## config.mk

```make
export PLATFORM = sky130hd
export DESIGN_NAME = updown_target_driver_flat
export DESIGN_NICKNAME = d
export VERILOG_FILES = /design/src/rtl/updown_target_driver_if.sv /design/src/rtl/updown_target_driver.sv /design/src/flat_wrapper.sv
export SDC_FILE = /design/constraint.sdc
export NUM_CORES = 1
export LEC_CHECK = 0
export CAP_MARGIN = 20
export CORE_UTILIZATION = 53
export DETAILED_ROUTE_END_ITERATION = 8
export GPL_ROUTABILITY_DRIVEN = 0
export GPL_TIMING_DRIVEN = 0
export PLACE_DENSITY = 0.79
export SYNTH_ARGS = -nofsm -noshare
export SYNTH_HDL_FRONTEND = slang
export SYNTH_SLANG_ARGS = --single-unit
export TNS_END_PERCENT = 10
```

## constraint.sdc

```tcl
create_clock -name clock -period 6.44 [get_ports clock]
set_input_delay 1.288 -clock clock [delete_from_list [all_inputs] [get_ports clock]]
set_output_delay 1.288 -clock clock [all_outputs]
set_load 0.005 [all_outputs]
```

## src/rtl/updown_target_driver_if.sv

```systemverilog
// Request channel between a sequencer and updown_target_driver:
// a target value offered with a valid/ready handshake.
interface updown_target_driver_if #(
    parameter int WIDTH = 32
);
    logic             req_valid;
    logic             req_ready;
    logic [WIDTH-1:0] req_target;

    modport master (
        output req_valid,
        output req_target,
        input  req_ready
    );

    modport slave (
        input  req_valid,
        input  req_target,
        output req_ready
    );
endinterface

```

## src/rtl/updown_target_driver.sv

```systemverilog
// Steps an external up/down counter to a requested target along the shorter modular path.
// Optional shadow checker against the observed counter value: define UPDOWN_DRV_CHECK_EN.
//
// state | meaning
// IDLE  | ready for a request; target and counter snapshot latched on accept
// CALC  | pick direction and step count from (target - snapshot) mod 2^WIDTH
// RUN   | one counter step per cycle until the remaining count hits zero
// DONE  | one-cycle completion pulse
module updown_target_driver #(
    parameter int WIDTH = 32
) (
    input  logic                  clock,
    input  logic                  reset,
    updown_target_driver_if.slave req,
    input  logic [WIDTH-1:0]      cnt_value,
    output logic                  cnt_en,
    output logic                  cnt_inst,
    output logic                  busy,
    output logic                  done,
    output logic [WIDTH-1:0]      step_count,
    output logic                  chk_err
);

    typedef enum logic [1:0] {
        IDLE = 2'd0,
        CALC = 2'd1,
        RUN  = 2'd2,
        DONE = 2'd3
    } state_t;

    localparam logic [WIDTH-1:0] ONE  = {{(WIDTH-1){1'b0}}, 1'b1};
    localparam logic [WIDTH-1:0] HALF = {1'b1, {(WIDTH-1){1'b0}}};

    state_t           state;
    state_t           state_nxt;
    logic [WIDTH-1:0] tgt;
    logic [WIDTH-1:0] shadow;
    logic [WIDTH-1:0] remaining;
    logic [WIDTH-1:0] diff;
    logic             diff_up;
    logic             dir;
    logic             accept;

    assign diff    = tgt - shadow;
    // An exact half-range distance is taken upward.
    assign diff_up = (diff <= HALF);
    assign accept  = (state == IDLE) && req.req_valid;

    always_ff @(posedge clock or posedge reset) begin
        if (reset) begin
            state <= IDLE;
        end else begin
            state <= state_nxt;
        end
    end

    always_comb begin
        state_nxt = state;
        case (state)
            IDLE: if (accept) state_nxt = CALC;
            CALC: state_nxt = (diff == '0) ? DONE : RUN;
            RUN:  if (remaining == ONE) state_nxt = DONE;
            DONE: state_nxt = IDLE;
            default: state_nxt = IDLE;
        endcase
    end

    always_comb begin
        req.req_ready = (state == IDLE);
        busy          = (state != IDLE);
        cnt_en        = (state == RUN);
        done          = (state == DONE);
        cnt_inst      = dir;
    end

    // dir is only rewritten when steps will follow, so cnt_inst holds across idle gaps.
    always_ff @(posedge clock or posedge reset) begin
        if (reset) begin
            tgt        <= '0;
            shadow     <= '0;
            remaining  <= '0;
            dir        <= 1'b0;
            step_count <= '0;
        end else begin
            case (state)
                IDLE: begin
                    if (accept) begin
                        tgt    <= req.req_target;
                        shadow <= cnt_value;
                    end
                end
                CALC: begin
                    step_count <= '0;
                    remaining  <= diff_up ? diff : (~diff + ONE);
                    if (diff != '0) begin
                        dir <= ~diff_up;
                    end
                end
                RUN: begin
                    shadow     <= dir ? (shadow - ONE) : (shadow + ONE);
                    remaining  <= remaining - ONE;
                    step_count <= step_count + ONE;
                end
                default: ;
            endcase
        end
    end

`ifdef UPDOWN_DRV_CHECK_EN
    // Shadow tracks the value the counter should show in the same cycle.
    always_ff @(posedge clock or posedge reset) begin
        if (reset) begin
            chk_err <= 1'b0;
        end else if (((state == RUN) || (state == DONE)) && (cnt_value != shadow)) begin
            chk_err <= 1'b1;
        end
    end
`else
    assign chk_err = 1'b0;
`endif

endmodule

```

## src/flat_wrapper.sv

```systemverilog
// flat-port wrapper written by rule: the top's interface ports become plain ports
module updown_target_driver_flat 
#(
    parameter int WIDTH = 32
)
  (clock, reset, cnt_value, cnt_en, cnt_inst, busy, done, step_count, chk_err, req_req_valid, req_req_target, req_req_ready);
  updown_target_driver_if #(.WIDTH(WIDTH)) req_i ();
  input  logic clock;
  input  logic reset;
  input  logic [WIDTH-1:0] cnt_value;
  output logic cnt_en;
  output logic cnt_inst;
  output logic busy;
  output logic done;
  output logic [WIDTH-1:0] step_count;
  output logic chk_err;
  input wire logic [$bits(req_i.req_valid)-1:0] req_req_valid;
  input wire logic [$bits(req_i.req_target)-1:0] req_req_target;
  output wire logic [$bits(req_i.req_ready)-1:0] req_req_ready;
  assign req_i.req_valid = req_req_valid;
  assign req_i.req_target = req_req_target;
  assign req_req_ready = req_i.req_ready;
  updown_target_driver #(.WIDTH(WIDTH)) u_core (.clock(clock), .reset(reset), .req(req_i), .cnt_value(cnt_value), .cnt_en(cnt_en), .cnt_inst(cnt_inst), .busy(busy), .done(done), .step_count(step_count), .chk_err(chk_err));
endmodule
```

==> run summary <==
## Placed design
* **number of buffers inserted by port buffering** 103
* **pre-CTS worst setup slack** 1.89 ns
* **Post-DP HPWL** 23400 um
* **Inst Count DP** 1708

## GRT
* **number of global-route vias before repair** 10224
* **number of antenna violations at the first check in global routing** 0
* **global route total overflow** 0
* **combined global-route utilization of all metal layers** 29.7%
* **wire length of the first global-routing pass** 50900 um
* **pin count of the biggest net entering global routing** 68

## Finish
* **fraction of final layout cells with drive strength greater than 1** 7.55%
* **nets@finish** 1597
* **final standard cell count with taps included and fillers excluded** 1741
* **utilization of the core after routing** 64.2%
* **signed area change from the synthesized netlist to the final layout** 18.5%
* **number of fill cells** 1765
* **number of antenna repair diodes** 0

## Setup path
* **startpoint types** register
* **startpoint of the worst register-to-register path** u_core.shadow[12]$_DFFE_PP0P_
* **dominant delay contributor by cell family on the critical path** simple AND/OR/NAND/NOR gates
* **critical-path maximum fanout** 8
* **R2R cell count** 13
* **Crit. Startpoint** u_core.shadow[12]$_DFFE_PP0P_
* **number of buffers and inverters on the critical path** 2
* **worst flop-to-flop path endpoint** u_core.remaining[30]$_DFFE_PP0P_
* **WS Path Type** register to register
* **data arrival time at the worst-slack endpoint** 5.03 ns
* **Worst R2R Setup Slack** 1.67 ns
* **critical path required time** 6.70 ns
* **end of the critical path** u_core.remaining[30]$_DFFE_PP0P_
* **critical path endpoint category** register
* **slowest library cell on the worst path** sky130_fd_sc_hd__nor4b_1
* **Critical Path, Cell by Cell** inv_1 -> ha_1 -> buf_2 -> nand4_1 -> or4_1 -> a21o_1 -> a31oi_2 -> a21oi_1 -> nor3_1 -> nor4b_4 -> nor4b_1 -> a211oi_1 -> o311ai_0
* **Crit path largest cell delay** 0.78 ns
* **depth of the critical timing path with buffers and inverters included** 13

## Floorplanning
* **total die area** 21300 sq um
* **Core Region** 20300 sq um
* **placement row count** 52
* **chip width** 146 um
* **initial core utilization** 54.2%
* **Ports** 105
* **die height** 146 um

## STA
* **maximum operating frequency** 210 MHz
* **crit share post-route** 74.1%
* **transition time at the pin with the least slew margin** 1.12 ns
* **max_slew headroom** 25.2%
* **final-report max-slew violation count** 0
* **endpoints failing setup** 0
* **number of hold violations in the final report** 0
* **unrepaired setup endpoints after global routing** no
* **minimum setup slack in the final design** 1.67 ns
* **shortest clock period the worst path allows after layout** 4.77 ns
* **worst clock skew on the final layout** 0.0133 ns

## Yosys
* **warnings from Yosys** 0
* **mux share of post-synthesis cell area** 5.00%
* **cell area after synthesis** 11000 sq um
* **Mapped Cells** 1333
* **most instantiated flip-flop cell in the synthesis netlist** sky130_fd_sc_hd__dfrtp_1
* **distinct cell type count after synthesis** 91
* **sequential fraction of the synthesis area** 29.8%
* **ys async rst share** 100%
* **flip-flop and latch count after synthesis** 131
* **combinational family with the most area after synthesis** simple AND/OR/NAND/NOR gates
* **share of synthesized cell area in full adder, half adder and majority cells** 8.32%
* **number of enable flip-flop cells after synthesis** 0
* **compound-gate portion of the synthesized area** 22.1%
* **post-synthesis net count** 1472
* **area share of xor/xnor cells in the synthesized design** 6.69%
* **post-synthesis area per instance** 8.25 sq um
* **Synth Area in Simple Gates** 23.6%

## Clock network
* **Clock Latency Late Sink** 0.44 ns
* **post-CTS setup buffers** 0
* **clk slew on worst S/H paths** 0.07 ns
* **Hold-fix buffers, CTS** 0
* **number of gates given a new drive strength after cts** 0
* **CTS buffer count** 17
* **TritonCTS clock tree** yes
* **H-tree depth** 4
* **maximum count of clock buffers along a single path** 2
* **library cell used as clock root buffer** sky130_fd_sc_hd__clkbuf_16
* **total number of clock tree sinks** 131

## Route
* **via count** 10808
* **final routed wirelength across all metal layers** 30800 um
* **number of DRC violations after detailed-routing iteration 0** 713
* **post-DR vias/cell** 6.21
* **Antenna Violating Nets Remaining** 0
* **iteration count of the initial detailed-routing pass** 5
* **DRC violations left** 0
* **average wire length per cell after detail routing** 17.7 um

## Power and ir drop
* **Pwr Density** 309 nW/um^2
* **VDD IR max** 250 uV
* **total power draw** 0.00402 W
* **cell leakage power** 5.78 nW

## Status
* **result of the run** completed

## Flow run
* **Max Cap Violations** 0

## Worst hold path
* **class of the tightest hold or removal check** register to register

## layout by cell type, fill, tap and decap left out, types with 10 or more instances in the layout
cell type	n
sky130_fd_sc_hd__nand4_1	20
sky130_fd_sc_hd__nor2_1	125
sky130_fd_sc_hd__a31oi_1	14
sky130_fd_sc_hd__a211oi_1	21
sky130_fd_sc_hd__clkbuf_1	38
sky130_fd_sc_hd__nand2_1	110
sky130_fd_sc_hd__o21ai_0	72
sky130_fd_sc_hd__dfrtp_1	130
sky130_fd_sc_hd__clkbuf_16	17
sky130_fd_sc_hd__or3_1	23
sky130_fd_sc_hd__nor3_1	53
sky130_fd_sc_hd__nand3_1	47
sky130_fd_sc_hd__o22ai_1	10
sky130_fd_sc_hd__inv_1	60
sky130_fd_sc_hd__mux2_2	32
sky130_fd_sc_hd__clkdlybuf4s50_1	103
sky130_fd_sc_hd__a21oi_1	99
sky130_fd_sc_hd__xnor2_1	38
sky130_fd_sc_hd__and3_1	30
sky130_fd_sc_hd__buf_2	11
sky130_fd_sc_hd__o21a_1	18
sky130_fd_sc_hd__mux2i_1	19
sky130_fd_sc_hd__ha_1	70
sky130_fd_sc_hd__o211ai_1	10
sky130_fd_sc_hd__nor4_1	20
sky130_fd_sc_hd__a21o_1	37
sky130_fd_sc_hd__xor2_1	46
sky130_fd_sc_hd__nand2b_1	13
## worst min path at each step
stage,startpoint,to,slack (ns),cells after the start
6_report,u_core.tgt[2]$_DFFE_PP0P_,u_core.tgt[2]$_DFFE_PP0P_,0.51,1
2_1_floorplan,u_core.shadow[12]$_DFFE_PP0P_,u_core.shadow[12]$_DFFE_PP0P_,0.48,2
3_3_place_gp,u_core.tgt[0]$_DFFE_PP0P_,u_core.tgt[0]$_DFFE_PP0P_,0.49,1
4_1_cts,u_core.tgt[2]$_DFFE_PP0P_,u_core.tgt[2]$_DFFE_PP0P_,0.51,1
3_5_place_dp,u_core.tgt[2]$_DFFE_PP0P_,u_core.tgt[2]$_DFFE_PP0P_,0.50,1
5_1_grt,u_core.tgt[26]$_DFFE_PP0P_,u_core.tgt[26]$_DFFE_PP0P_,0.53,1
## Yosys cell counts (all sizes together), types with 31 or more instances
library cell	instances	share of area, %
xnor2	38	3.0
nand3	47	2.1
clkbuf	39	1.3
mux2	32	3.3
and3	31	1.8
nor3	54	2.6
dfrtp	131	30
a21o	37	2.5
a21oi	99	4.5
ha	70	8.0
nor2	126	4.3
nand2	110	3.8
inv	61	2.1
o21ai	73	3.3
xor2	46	3.7
## area by class of cell
| class | instances | area (sq um) | share of cell area [%] |
|---|---|---|---|
| Buffer | 58 | 251 | 1.93 |
| Clock buffer | 17 | 425 | 3.26 |
| Clock inverter | 15 | 164 | 1.26 |
| Inverter | 62 | 238 | 1.82 |
| Multi-Input combinational cell | 1082 | 7240 | 55.5 |
| Sequential cell | 131 | 3280 | 25.2 |
| Tap cell | 270 | 338 | 2.59 |
| Timing Repair Buffer | 106 | 1100 | 8.43 |
## flip-flops by register name, indices dropped and copies added, names as in the netlist
register,count
u_core.cnt_inst,1
u_core.remaining,32
u_core.shadow,32
u_core.state,2
u_core.step_count,32
u_core.tgt,32
## kinds of logic after synthesis
kind of cell,after synthesis
simple gates,508
compound gates,366
flops,131
buf+inv,120
xor+xnor,84
fa+ha+maj,72
mux,51
other cells,1
## per-layer routing
layer / share of wire [%] / global-route usage [%] / wire length [um]
met5: 0 / 0 / 0
met4: 3.8 / 14.8 / 1170
met3: 7.7 / 4.38 / 2380
met2: 46 / 47.7 / 14200
met1: 42 / 39.1 / 13000
## worst register-to-register path, delay by kind of cell (launching register included)
family / cells / cell delay, ns
DFF: 1 / 0.41
and+or+nand+nor: 5 / 2.61
AOI/OAI and AO/OA: 5 / 1.07
adders and majority gates: 1 / 0.27
buffers and inverters: 2 / 0.24
## where the power goes
part,internal [W],total [W],switching [W]
combinational,0.000845,0.00202,0.00117
clock,0.000551,0.000991,0.000441
sequential,0.000926,0.00101,0.0000876
total,0.00232,0.00402,0.00170
## through the flow
stage | setup TNS [ns] | hold WS (ns) | instance area, sq um
after floorplan | 0 | 0.475 | 11000
after CTS | 0 | 0.514 | 13000
after detailed placement | 0 | 0.500 | 12400
final | 0 | 0.513 | 13000
after global placement | -37.51 | 0.491 | 12400
after global routing | 0 | 0.531 | 13000
(Power assumes the default switching activity.)
